<file path="src/rtl/mux_pkg.sv">
// Shared definitions for the registered operand selector: clog2, input-count limit and the
// captured-word layout. MUX_WORD_T builds the packed {data, sel, err} word for given widths.
`ifndef MUX_WORD_T
`define MUX_WORD_T(W, S) struct packed { logic [(W)-1:0] data; logic [(S)-1:0] sel; logic err; }
`endif

package mux_pkg;

  localparam int unsigned MUX_MAX_IN = 16;

  function automatic int unsigned clog2(input int unsigned n);
    int unsigned r;
    r = 0;
    while ((32'd1 << r) < n) r = r + 1;
    return r;
  endfunction

endpackage

</file>
<file path="src/rtl/mux_select_comb.sv">
// Purely combinational NUM_IN-way, WIDTH-bit selector; indices >= NUM_IN give zero data and
// raise o_err.
module mux_select_comb
  import mux_pkg::*;
#(
  parameter int unsigned WIDTH  = 8,
  parameter int unsigned NUM_IN = 8,
  parameter int unsigned SEL_W  = 3
) (
  input  logic [SEL_W-1:0]        i_idx,
  input  logic [NUM_IN*WIDTH-1:0] i_d,
  output logic [WIDTH-1:0]        o_data,
  output logic                    o_err
);

  always_comb begin
    o_data = '0;
    o_err  = (32'(i_idx) >= NUM_IN);
    for (int i = 0; i < int'(NUM_IN); i++) begin
      if (i_idx == SEL_W'(i)) o_data = i_d[i*WIDTH +: WIDTH];
    end
  end

endmodule

</file>
<file path="src/rtl/mux_select_pipe.sv">
// Registered N-way operand selector with valid/ready handshake, skid entry and round-robin scan.
// Define MUX_SELECT_PARITY_EN to add the q_par even-parity output.
module mux_select_pipe
  import mux_pkg::*;
#(
  parameter int unsigned WIDTH  = 8,
  parameter int unsigned NUM_IN = 8,
  parameter int unsigned SEL_W  = 3
) (
  input  logic                    clk,
  input  logic                    rst_n,
  input  logic                    enable,
  input  logic                    scan,
  input  logic [SEL_W-1:0]        sel,
  input  logic [NUM_IN*WIDTH-1:0] d,
  input  logic                    in_valid,
  output logic                    in_ready,
  output logic [WIDTH-1:0]        q,
  output logic [SEL_W-1:0]        q_sel,
  output logic                    q_err,
`ifdef MUX_SELECT_PARITY_EN
  output logic                    q_par,
`endif
  output logic                    out_valid,
  input  logic                    out_ready
);

  if (SEL_W != clog2(NUM_IN)) begin : g_bad_sel_w
    $error("mux_select_pipe: SEL_W must equal clog2(NUM_IN)");
  end
  if (NUM_IN < 2 || NUM_IN > MUX_MAX_IN) begin : g_bad_num_in
    $error("mux_select_pipe: NUM_IN out of range");
  end

  typedef `MUX_WORD_T(WIDTH, SEL_W) word_t;

  word_t            r_out;
  word_t            r_skid;
  logic             r_out_valid;
  logic             r_skid_valid;
  logic [SEL_W-1:0] r_ptr;

  logic [SEL_W-1:0] w_idx;
  logic [WIDTH-1:0] w_data;
  logic             w_err;
  word_t            w_word;
  logic             w_accept;
  logic             w_drain;

  assign w_idx    = scan ? r_ptr : sel;
  assign in_ready = enable & ~r_skid_valid;
  assign w_accept = in_valid & in_ready;
  assign w_drain  = ~r_out_valid | out_ready;
  assign w_word   = {w_data, w_idx, w_err};

  mux_select_comb #(
    .WIDTH  (WIDTH),
    .NUM_IN (NUM_IN),
    .SEL_W  (SEL_W)
  ) u_comb (
    .i_idx  (w_idx),
    .i_d    (d),
    .o_data (w_data),
    .o_err  (w_err)
  );

  // Skid entry is only ever filled while the output is stalled, so draining it always wins.
  always_ff @(posedge clk or negedge rst_n) begin
    if (!rst_n) begin
      r_out        <= '0;
      r_out_valid  <= 1'b0;
      r_skid       <= '0;
      r_skid_valid <= 1'b0;
    end else if (w_drain) begin
      if (r_skid_valid) begin
        r_out        <= r_skid;
        r_out_valid  <= 1'b1;
        r_skid_valid <= 1'b0;
      end else if (w_accept) begin
        r_out       <= w_word;
        r_out_valid <= 1'b1;
      end else begin
        r_out_valid <= 1'b0;
      end
    end else if (w_accept) begin
      r_skid       <= w_word;
      r_skid_valid <= 1'b1;
    end
  end

  always_ff @(posedge clk or negedge rst_n) begin
    if (!rst_n) begin
      r_ptr <= '0;
    end else if (w_accept && scan) begin
      r_ptr <= (r_ptr == SEL_W'(NUM_IN - 1)) ? '0 : r_ptr + 1'b1;
    end
  end

  assign q         = r_out.data;
  assign q_sel     = r_out.sel;
  assign q_err     = r_out.err;
  assign out_valid = r_out_valid;

`ifdef MUX_SELECT_PARITY_EN
  assign q_par = (^r_out.data) & ~r_out.err;
`endif

endmodule

</file>
<file path="config.mk">
export PLATFORM = sky130hd
export DESIGN_NAME = mux_select_pipe
export DESIGN_NICKNAME = d
export VERILOG_FILES = /design/src/rtl/mux_pkg.sv /design/src/rtl/mux_select_comb.sv /design/src/rtl/mux_select_pipe.sv
export SDC_FILE = /design/constraint.sdc
export NUM_CORES = 1
export LEC_CHECK = 0
export BUFFER_PORTS_ARGS = -buffer_cell sky130_fd_sc_hd__clkbuf_2
export CAP_MARGIN = 20
export CORE_UTILIZATION = 51
export CTS_CLUSTER_DIAMETER = 80
export DETAILED_ROUTE_END_ITERATION = 16
export PLACE_DENSITY = 0.92
export SLEW_MARGIN = 20
export SYNTH_ARGS = -nofsm -noshare
export SYNTH_HDL_FRONTEND = slang
export SYNTH_HIERARCHICAL = 1
export SYNTH_SLANG_ARGS = --single-unit
export TNS_END_PERCENT = 20
</file>
<file path="constraint.sdc">
create_clock -name clk -period 4.2 [get_ports clk]
set_clock_uncertainty 0.15 [all_clocks]
set_input_delay 0.84 -clock clk [delete_from_list [all_inputs] [get_ports clk]]
set_output_delay 0.84 -clock clk [all_outputs]
set_load 0.005 [all_outputs]
</file>
# Word level (Yosys, flattened, before mapping)
# Cells that the tools add are included.
[classes]
addsub = 1
n_eq_ne = 8
n_mux = 16
bitwise = 6
reduce_logical = 6
[ops]
columns = ["op", "n"]
rows = [
  ["$mux W8", 8],
  ["$mux W12", 2],
  ["$eq A3 B3 Y1 const B", 5],
  ["$eq A3 B2 Y1 const B", 2],
  ["$mux W3", 2],
  ["$mux W1", 4],
  ["$reduce_and A2 Y1", 2],
  ["$reduce_bool A2 Y1", 2],
  ["$add A3 B1 Y3 const B", 1],
  ["$eq A3 B1 Y1 const B", 1],
  ["$logic_not A3 Y1", 1],
  ["$not A1 Y1", 3],
  ["$and A1 B1 Y1", 2],
  ["$logic_and A1 B1 Y1", 1],
  ["$or A1 B1 Y1", 1],
]
[totals]
elab_cells = 45
in_bits = 73
reg_bits = 28
output_inout_bits = 14

# Depth between registers and ports, before layout
[depth]
word_depth = 12
depth_mapped = 7
mapped_depth_nobuf = 5

# Cells and area by module
# The synthesis kept the hierarchy.
[by_module_without_submodules]
columns = ["module", "seq_area_each_um2", "area_each_um2", "cells_per_inst", "n_inst"]
rows = [
  ["mux_select_pipe", 725.7, 1351.3, 101, 1],
  ["mux_select_comb", 0.0, 561.8, 31, 1],
]

# Least setup slack after synthesis
# Ideal clock, no wire load.
[synth_path]
path_type = "input to register"
start = "in scan"
end = "reg r_skid[10] in the netlist's numbering"
setup_slack_ns = 1.529
arrival_time_ns = 2.396
required_ns = 3.925
setup_time_ns = 0.125
cell_stages = 6
path_buffers = 2
cell_sequence = "mux2_2 buf_6 buf_12 mux4_1 mux2_2 mux2_4"
[synth_via]
elab_chain_len = 10
elab_cells_between_ends = 17
classes_between = "7 x eq/ne; 9 x mux; 1 x reduce/logical"
[synth_lines]
columns = ["element", "line_no", "source"]
rows = [
  ["from (decl)", "mux_select_pipe.sv:13", "input logic scan,"],
  ["$mux W3 *", "mux_select_pipe.sv:50", "assign w_idx = scan ? r_ptr : sel;"],
  ["$logic_not A3 Y1", "mux_select_comb.sv:20", "if (i_idx == SEL_W'(i)) o_data = i_d[i*WIDTH +: WIDTH];"],
  ["$mux W8 (7 in a row)", "mux_select_comb.sv:20", ""],
  ["$mux W8 *", "mux_select_comb.sv:20", ""],
  ["net w_data[6]", "mux_select_pipe.sv:44", "logic [WIDTH-1:0] w_data;"],
  ["to (signal assigned)", "mux_select_pipe.sv:86", "r_skid <= w_word;"],
  ["to (decl)", "mux_select_pipe.sv:38", "word_t r_skid;"],
]
# The timed path passes the listed nets; every way through them passes the cells marked *.
# A chain may end at the register's enable or synchronous reset.

# Worst setup path in the final report
[layout_path]
start = "in scan"
end = "reg r_skid[5] in the netlist's numbering"
[layout_via]
elab_chain_len = 10
elab_cells_between_ends = 17
classes_between = "7 x eq/ne; 9 x mux; 1 x reduce/logical"
[layout_lines]
columns = ["element", "line_no", "source"]
rows = [
  ["$mux W3 *", "mux_select_pipe.sv:50", ""],
  ["net w_idx[1]", "mux_select_pipe.sv:43", "logic [SEL_W-1:0] w_idx;"],
  ["$logic_not A3 Y1", "mux_select_comb.sv:20", ""],
  ["$mux W8 (7 in a row)", "mux_select_comb.sv:20", ""],
  ["$mux W8 *", "mux_select_comb.sv:20", ""],
  ["net w_data[1]", "mux_select_pipe.sv:44", ""],
]
# Marked as above.

==> run_results.csv <==
group,metric,value,unit
pwr,irDropWorstVdd,0.215,mV
hold_path,min_path_type,"reg -> reg",
clock_tree,ctsResizeCount,0,
global_route,grt_pass1_wl,6650,um
clock_tree,htreeDepth,2,
timing,fin_crit_sh,64.1,%
drt,drtPass1Iterations,4,
clock_tree,cts_buffer_depth,2,
finish,final_cell_mix,"86 x clkbuf_2, 29 x dfrtp_1, 22 x o21ai_0",
die,core_area,0.00347,mm^2
timing,post-route-min-period,2.69,ns
worst_setup_path,slowest_delay,0.63,ns
pwr,powerDensity,490,mW/mm^2
worst_setup_path,required,4.22,ns
finish,fin_nets,288,
logic_synthesis,ys_seq_area_share,37.9,%
drt,drc,0,
worst_setup_path,start_kind,"input pin",
worst_setup_path,worst-path-buf-inv,1,
finish,layout_commonest_cell,"clkbuf_2",
timing,tightest_slew,0.818,ns
logic_synthesis,yosysWarnings,6,
logic_synthesis,ys_seq_elements,29,
flow_run,maxCapViolations,0,
logic_synthesis,synth_top_area_share,37.9,%
die,die-area,0.00400,mm^2
global_route,grt_max_degree,30,
die,die_w,63.2,um
timing,rsz0062_at_grt,"false",
worst_setup_path,worst-setup-path-type,"in -> reg",
finish,syn2layout_area_growth,24.6,%
finish,diodes,0,
clock_tree,cts_setup_buffers,0,
worst_setup_path,critPathSlowestCell,"mux4_1",
clock_tree,clock-root-buffer,"clkbuf_8",
worst_setup_path,crit_chain,"clkbuf_2 -> mux2_2 -> mux4_1 -> mux2_2 -> mux2_4",
finish,drive_gt1_share,57.9,%
clock_tree,cts_tree,"yes",
global_route,grt-ovfl-total,0,
pwr,p_leak,1.16,nW
finish,fin_area,0.00238,mm^2
clock_tree,worstSkewPairLatency,0.28,ns
finish,regArea,726,um^2
clock_tree,holdBufCountCts,0,
timing,max_freq,0.372,GHz
finish,multi_input_area,0.00109,mm^2
logic_synthesis,synth.net_count,207,
drt,route.detailed.wl_per_inst,15.9,um
finish,fillers,293,
worst_setup_path,crit_fanout,18,
worst_setup_path,critPathMostFrequentCell,"mux2_2",
drt,finalWirelength,4130,um
clock_tree,cts_sinks,29,
worst_setup_path,crit_family,"multiplexers",
logic_synthesis,synth_cells,132,
placement,portBuffers,86,
timing,setup_viol,0,
worst_setup_path,cp-end-kind,"flip-flop",
clock_tree,cts.reportedPaths.clkPinSlew,0.06,ns
die,die_h,63.2,um
logic_synthesis,yosysUniqueCellTypes,25,
global_route,grt_usage,22.8,%
drt,vias_per_cell,5.62,
timing,slew_viol_final,0,
placement,gp_congestion,0.751,
global_route,antenna_found_initial,0,
timing,hold_violations,0,
placement,dpl-instance-area,0.00230,mm^2
logic_synthesis,yosys.area.top_type,"dfrtp_1",
die,ioPinCount,87,
placement,dpl.hpwl,3210,um
timing,relSlewSlack,45.4,%
drt,drtIter0Drc,73,
logic_synthesis,avgSynthCellArea,14.5,um^2
logic_synthesis,synth_area_leaders,"dfrtp_1 38%, mux4_1 21%, mux2_2 9.4%, mux2_4 7.8%, mux2i_1 6.3%",
die,initial_core_util,55.2,%
clock_tree,cts_buffers,5,
run_status,status,"finished clean",
drt,vias,1461,
timing,fin_tns_setup,0,ns
drt,postRouteAntennaNets,0,
logic_synthesis,syn_area,0.00191,mm^2
worst_setup_path,crit_arrival,2.71,ns
timing,fin_hold_ws,0.355,ns
die,row_count,21,
global_route,first_global_vias,1410,
==> metrics by stage <==
step / power [mW] / cells / utilization [%] / setup slack [ns]
3_3_place_gp: 0.936 / 252 / 66.3 / 1.28
2_1_floorplan: 0.828 / 132 / - / 1.53
3_5_place_dp: 0.960 / 252 / 66.3 / 1.23
6_report: 1.17 / 260 / 68.7 / 1.51
4_1_cts: 1.18 / 260 / 68.7 / 1.53
5_1_grt: 1.25 / 260 / 68.7 / 1.41
==> cells by family (layout without fill, tap and decap cells) <==
| logic type | Yosys count | count (layout) | share of synthesized area, % |
|---|---|---|---|
| adders and majority gates | 2 | 2 | 1.31 |
| buffers and inverters | 12 | 94 | 5.23 |
| DFF | 29 | 29 | 37.9 |
| AOI/OAI and AO/OA | 25 | 25 | 6.74 |
| and+or+nand+nor | 9 | 9 | 3.27 |
| muxes | 54 | 54 | 45.3 |
| other | 1 | 1 | 0.196 |
==> synth_stat cells, drive strengths merged <==
cell type / count
nand2: 1
dfrtp: 29
nand3: 1
a21oi: 1
conb: 1
mux4: 16
and3: 1
ha: 2
mux2: 26
nor2b: 2
clkbuf: 3
nor2: 2
nand2b: 1
or2: 1
o21ai: 24
buf: 9
mux2i: 12
==> path summary, 6_finish.rpt <==
kind                            slack [ns]     start        end  cells after the start
min in group asynchronous             0.45     rst_n  r_skid[2]                      1
worst min register to register        0.36      q[5]       q[5]                      2
max in group asynchronous             3.00     rst_n   r_ptr[0]                      1
worst max-delay path                  1.51      scan  r_skid[5]                      5
worst min-delay path                  0.36      q[5]       q[5]                      2
worst max register to register        1.90  r_ptr[1]  r_skid[5]                      4
==> layout make-up <==
cell class              count  area share [%]
clock buffers               6            3.04
repair buffers             86            18.1
multi-input cells          91            45.6
well taps                  46            2.41
clock inverters             2           0.420
flip-flops and latches     29            30.4
==> registers in the layout, indices dropped and copies added, names as in the netlist <==
signal	cells
out_valid	1
q	8
q_err	1
q_sel	3
r_ptr	3
r_skid	12
r_skid_valid	1
==> layer usage <==
metal	GRT usage, %	vias to the layer above	share of wire, %
met1	28.0	691	42
met2	37.0	80	48
met5	0	-	0
met4	13.9	0	3.0
li1	-	679	-
met3	4.53	11	7.4
==> worst register-to-register path, delay by kind of cell, from the launching register on <==
kind / cells / cell delay, ns
flops: 1 / 0.36
mux: 4 / 1.68
==> where the power goes <==
group / internal, mW / switching (mW) / total, mW / leakage, nW
combinational: 0.297 / 0.186 / 0.484 / 0.756
sequential: 0.396 / 0.0739 / 0.470 / 0.355
clock: 0.114 / 0.100 / 0.215 / 0.0450
total: 0.807 / 0.361 / 1.17 / 1.16
Note: power is estimated with default switching activity, not from simulation.
